--- config.mk ---
export PLATFORM = sky130hd
export DESIGN_NAME = pmem_port_scheduler
export DESIGN_NICKNAME = d
export VERILOG_FILES = /design/src/rtl/pmem_port_scheduler.sv
export SDC_FILE = /design/constraint.sdc
export NUM_CORES = 1
export LEC_CHECK = 0
export BUFFER_PORTS_ARGS = -buffer_cell sky130_fd_sc_hd__buf_2
export CAP_MARGIN = 10
export CORE_AREA = 2 2 622 624
export DETAILED_ROUTE_END_ITERATION = 7
export DIE_AREA = 0 0 624 626
export PLACE_DENSITY_LB_ADDON = 0.2
export REMOVE_ABC_BUFFERS = 1
export SLEW_MARGIN = 10
export SYNTH_ARGS = -nofsm -noshare
export SYNTH_HDL_FRONTEND = slang
export SYNTH_SLANG_ARGS = --single-unit
export TNS_END_PERCENT = 1
--- constraint.sdc ---
create_clock -name clk -period 14.9 [get_ports clk]
set_input_delay 0.745 -clock clk [delete_from_list [all_inputs] [get_ports clk]]
set_output_delay 0.745 -clock clk [all_outputs]
set_load 0.03 [all_outputs]
--- src/rtl/pmem_port_scheduler.sv ---
// ============================================================================
// pmem_port_scheduler
// ----------------------------------------------------------------------------
// Shares the single L2 request port between the instruction cache (port A)
// and the data cache (port B). One request is granted at a time; the granted
// port's address, write data and operation are latched, so requester input
// changes during service have no effect. Port B has fixed priority, but once
// B has been granted STARVE_LIMIT times in a row while A was waiting, A wins
// the next decision.
//
// Optional feature (macro ARB_PERF_COUNT_EN):
//   defined     - conflict_count counts IDLE decisions where both ports
//                 request, saturating at 16'hFFFF, cleared only by rst.
//   not defined - conflict_count is tied to zero and no counter is built.
//
// Ports:
//   clk, rst                      clock, asynchronous active-high reset
//   pmem_read_a/_write_a          port A request (held until pmem_resp_a)
//   pmem_address_a/_wdata_a       port A line address / writeback data
//   pmem_resp_a/_rdata_a          port A completion strobe / read data
//   pmem_*_b                      same set for port B
//   l2_read/_write                downstream request
//   l2_address/_wdata             downstream address / write data
//   l2_resp/_rdata                downstream completion / read data
//   conflict_count                performance counter (see above)
// ============================================================================
module pmem_port_scheduler #(
    parameter int STARVE_LIMIT = 4
) (
    input  logic         clk,
    input  logic         rst,

    input  logic         pmem_read_a,
    input  logic         pmem_write_a,
    input  logic [15:0]  pmem_address_a,
    input  logic [255:0] pmem_wdata_a,
    output logic         pmem_resp_a,
    output logic [255:0] pmem_rdata_a,

    input  logic         pmem_read_b,
    input  logic         pmem_write_b,
    input  logic [15:0]  pmem_address_b,
    input  logic [255:0] pmem_wdata_b,
    output logic         pmem_resp_b,
    output logic [255:0] pmem_rdata_b,

    output logic         l2_read,
    output logic         l2_write,
    output logic [15:0]  l2_address,
    output logic [255:0] l2_wdata,
    input  logic         l2_resp,
    input  logic [255:0] l2_rdata,

    output logic [15:0]  conflict_count
);

    localparam logic [3:0] STARVE_MAX = 4'(STARVE_LIMIT);

    typedef enum logic [1:0] {
        IDLE    = 2'd0,
        SERVE_A = 2'd1,
        SERVE_B = 2'd2
    } state_t;

    state_t         state_reg, state_next;
    logic [3:0]     starve_reg, starve_next;
    logic [15:0]    addr_reg, addr_next;
    logic [255:0]   wdata_reg, wdata_next;
    logic           write_reg, write_next;

    logic           req_a, req_b;
    logic           grant_a, grant_b;

    assign req_a = pmem_read_a | pmem_write_a;
    assign req_b = pmem_read_b | pmem_write_b;

    // ------------------------------------------------------------------
    // State and request latches
    // ------------------------------------------------------------------
    always_ff @(posedge clk or posedge rst) begin
        if (rst) begin
            state_reg  <= IDLE;
            starve_reg <= 4'd0;
            addr_reg   <= 16'd0;
            wdata_reg  <= 256'd0;
            write_reg  <= 1'b0;
        end else begin
            state_reg  <= state_next;
            starve_reg <= starve_next;
            addr_reg   <= addr_next;
            wdata_reg  <= wdata_next;
            write_reg  <= write_next;
        end
    end

    // ------------------------------------------------------------------
    // Next-state, grant decision and latch loading
    // ------------------------------------------------------------------
    always_comb begin
        state_next  = state_reg;
        starve_next = starve_reg;
        addr_next   = addr_reg;
        wdata_next  = wdata_reg;
        write_next  = write_reg;
        grant_a     = 1'b0;
        grant_b     = 1'b0;

        case (state_reg)
            IDLE: begin
                if (req_a && req_b) begin
                    // B normally wins; A wins once B has starved it enough.
                    if (starve_reg == STARVE_MAX) begin
                        grant_a = 1'b1;
                    end else begin
                        grant_b = 1'b1;
                    end
                end else if (req_a) begin
                    grant_a = 1'b1;
                end else if (req_b) begin
                    grant_b = 1'b1;
                end

                // The count only grows when B beats a waiting A, and the
                // decision above never lets B win at STARVE_MAX, so the
                // counter cannot pass the limit.
                if (grant_a || !req_a) begin
                    starve_next = 4'd0;
                end else if (grant_b) begin
                    starve_next = starve_reg + 4'd1;
                end

                if (grant_a) begin
                    state_next = SERVE_A;
                    addr_next  = pmem_address_a;
                    wdata_next = pmem_wdata_a;
                    write_next = pmem_write_a;   // read+write is a write
                end else if (grant_b) begin
                    state_next = SERVE_B;
                    addr_next  = pmem_address_b;
                    wdata_next = pmem_wdata_b;
                    write_next = pmem_write_b;
                end
            end

            SERVE_A, SERVE_B: begin
                // Always pass through IDLE after a response so a requester
                // that drops its request one cycle late is not re-granted.
                if (l2_resp) begin
                    state_next = IDLE;
                end
            end

            default: begin
                state_next = IDLE;
            end
        endcase
    end

    // ------------------------------------------------------------------
    // Outputs
    // ------------------------------------------------------------------
    logic serving;
    assign serving = (state_reg == SERVE_A) || (state_reg == SERVE_B);

    assign l2_read    = serving && !write_reg;
    assign l2_write   = serving &&  write_reg;
    assign l2_address = addr_reg;
    assign l2_wdata   = wdata_reg;

    assign pmem_resp_a  = (state_reg == SERVE_A) && l2_resp;
    assign pmem_resp_b  = (state_reg == SERVE_B) && l2_resp;
    assign pmem_rdata_a = l2_rdata;
    assign pmem_rdata_b = l2_rdata;

    // ------------------------------------------------------------------
    // Optional conflict counter
    // ------------------------------------------------------------------
`ifdef ARB_PERF_COUNT_EN
    logic [15:0] conflict_reg;

    always_ff @(posedge clk or posedge rst) begin
        if (rst) begin
            conflict_reg <= 16'd0;
        end else if ((state_reg == IDLE) && req_a && req_b &&
                     (conflict_reg != 16'hFFFF)) begin
            conflict_reg <= conflict_reg + 16'd1;
        end
    end

    assign conflict_count = conflict_reg;
`else
    assign conflict_count = 16'h0000;
`endif

endmodule

==> summary.md <==
| Metric | Value |
|---|---|
| Outcome | finished clean |
| Max-Cap Viols | 0 |
| Die width | 624 µm |
| Final WS setup | 11.03 ns |
| Gr usage total | 16.0% |
| Vias per cell | 2.38 |
| Top FF cell, synth | dfrtp_1 |
| Commonest cells after routing, fill and taps aside | buf_2, dfrtp_1, and2_1 |
| Routed length per instance | 46.7 µm |
| Clock tree buffer depth | 3 |
| GRT busiest layer | met3 |
| Final Cycle Share | 26.0% |
| Nets | 2587 |
| Die Area | 391000 µm² |
| Gpl congestion | 1.02 |
| Sequential share of the synthesized area | 43.2% |
| Synth Register Bits | 279 |
| Worst Setup End Kind | flip-flop |
| Internal | 0.00267 W |
| Worst hold path type | in -> async |
| Share of layout cells above drive strength 1 | 50.7% |
| Hold Fails Final Rpt | 0 |
| CTS tree | yes |
| Max reg flops | between 200 and 300 |
| Sw Pwr | 0.00295 W |
| RSZ-0062 raised after global routing | false |
| Worst Setup Start Kind | flip-flop |
| Area of the mapped netlist | 16200 µm² |
| Largest net degree at the start of global routing | 137 |
| Hold buffers post-CTS | 0 |
| Antenna violations before repair | between 150 and 200 |
| Sum Neg Setup Slack | 0 ns |
| Total number of vias | 16500 |
| Synthesized area per cell | between 10 and 15 µm² |
| First-pass GRT wire length | between 300000 and 400000 µm |
| Area Growth Syn to Fin | 48.9% |
| EDFF count, synth | 0 |
| Synthesized instance count | 1490 |
| Reg clk slew, reported paths | 0.06 ns |
| Die Span Y | around 630 µm |
| Count of buffers from port buffering | 826 |
| Vias in the first global route | 14600 |
| Ys Warns | 0 |
| Sequential Power Share | 24.5% |
| WS Path Type | reg -> reg |
| Num ports | 1611 |
| Residual DRC count | 0 |
| Drt first pass iters | 5 |
| Switching share of total power | 52.5% |
| # resized after CTS | 0 |
| Initial core utilization | 4.21% |
| CTS Sinks | about 280 |
| Cell Pwr Density | 233 nW/µm² |
| Core ar. | about 380000 µm² |
| GR Overflow Total | 0 |
| Leakage | ~9.5 nW |
| DRT iter0 DRCs | 1609 |
| Final-report setup violation count | 0 |
| Post-CTS Setup Inserts | 0 |
| Met1 Use GR | 13.3% |
| HPWL after DPL | 281000 µm |
| Least-Margin Pin Slew | 1.11 ns |
| Share of power burned in the clock network | roughly a fifth |
| Commonest non-fill, non-tap cell in the layout | buf_2 |
| Max FO, Critical Path | between 100 and 150 |
| Std-Cell Rows | 228 |
| Final Critical Period | 3.87 ns |
| H-tree levels | 2 |
| Global routing usage on met3 | 22.0% |
| Post-route antenna net violation count | 0 |
| Slew Limit Fails | 0 |
| VDD IR-drop max | 0.113 mV |
| Netlist cell types | 29 |
| CP required | 15.52 ns |
| Peak Freq | between 200 and 300 MHz |
| Combinational share of power | a little over half |
| R2R Setup Slk | 11.03 ns |
| Worst slack, placed | 10.44 ns |
| Fin Hold WS | 0.0636 ns |
| Async S/R FF share, synth | 100% |
| Root buf cell | clkbuf_16 |
| Slew HR | 25.8% |
| Clock buffer count from CTS | 46 |
| Clk_lat worst skew | 0.70 ns |
| Routed Wire Length | approximately 320000 µm |
| Met2 usage | a little over a fifth |
| Critical path arrival | around 4.5 ns |
| Skew final | roughly 0.056 ns |
==> final cells by class <==
cell class	instances	area [µm²]
well taps	5060	6330
inverters	7	33.8
multi-input cells	600	4820
fillers	45100	360000
clock buffers	62	1270
clock inverters	22	255
repair buffers	841	4280
diodes	44	110
flip-flops and latches	279	6980
==> power groups by stage <==
stage	registers [W]	clock network (W)	logic, W
4_1_cts	0.00139	0.00123	0.00322
3_5_place_dp	0.00139	0	0.00322
2_1_floorplan	0.00204	0	0.00103
3_3_place_gp	0.00139	0	0.00323
5_1_grt	0.00143	0.00124	0.00327
6_report	0.00138	0.00116	0.00309
==> cell families (layout without fill, tap and decap cells) <==
| logic type | count (synthesis) | count (layout) | synth area share [%] |
|---|---|---|---|
| buf+inv | 626 | 932 | 27.6 |
| fa+ha+maj | 5 | 5 | 0.387 |
| mux | 1 | 1 | 0.0619 |
| compound gates | 284 | 284 | 17.5 |
| other cells | 1 | 60 | 0.0232 |
| simple gates | 291 | 291 | 11.2 |
| flops | 279 | 279 | 43.2 |
| xor+xnor | 3 | 3 | 0.162 |
==> worst max-delay path, cell delays in order, from the launching register on <==
cell	delay, ns
dfrtp_1	0.38
inv_1	0.10
ha_1	0.46
inv_1	0.24
a211oi_4	0.27
buf_4	0.45
buf_12	0.52
buf_4	0.81
a221o_1	0.29
==> metal layers <==
| layer | vias up | wire length [µm] |
|---|---|---|
| met1 | 7634 | 95800 |
| met5 | - | 8870 |
| li1 | 5397 | - |
| met2 | 2852 | 120000 |
| met3 | 427 | 91900 |
| met4 | 179 | 6200 |
==> stage by stage <==
step	instances	util [%]	power [W]	area, µm²
final	6915	6.27	0.00562	24100
after global routing	6891	6.25	0.00594	24000
after CTS	6871	6.24	0.00585	24000
after detailed placement	6787	5.84	0.00461	22500
after global placement	6787	5.84	0.00462	22500
after floorplan	886	-	0.00307	11800
==> worst paths after layout <==
| check | start | end | depth (start not counted) |
|---|---|---|---|
| worst max-delay path | state_reg[0] | l2_wdata[31] | 8 |
| worst min-delay path | rst | l2_wdata[57] | 2 |
| worst max register to register | state_reg[0] | l2_wdata[31] | 8 |
| worst min register to register | starve_reg[3] | starve_reg[3] | 2 |
| max in group asynchronous | rst | l2_wdata[118] | 4 |
| min in group clk | pmem_address_b[14] | l2_address[14] | 2 |
==> Yosys cell counts, types with 2 or more instances <==
cell type | n | share of area, %
a211oi_2 | 2 | 0.15
a221o_1 | 272 | 17
a31oi_1 | 2 | 0.077
and2_1 | 276 | 11
buf_2 | 53 | 1.6
buf_4 | 537 | 25
buf_6 | 2 | 0.14
clkbuf_1 | 18 | 0.42
clkbuf_2 | 9 | 0.28
dfrtp_1 | 279 | 43
ha_1 | 5 | 0.39
inv_1 | 7 | 0.16
nor2_1 | 6 | 0.14
nor2b_1 | 3 | 0.12
o211ai_1 | 2 | 0.093
o22ai_1 | 2 | 0.077
or2_1 | 2 | 0.077
xor2_1 | 2 | 0.11
Note: power is estimated with default switching activity, not from simulation.
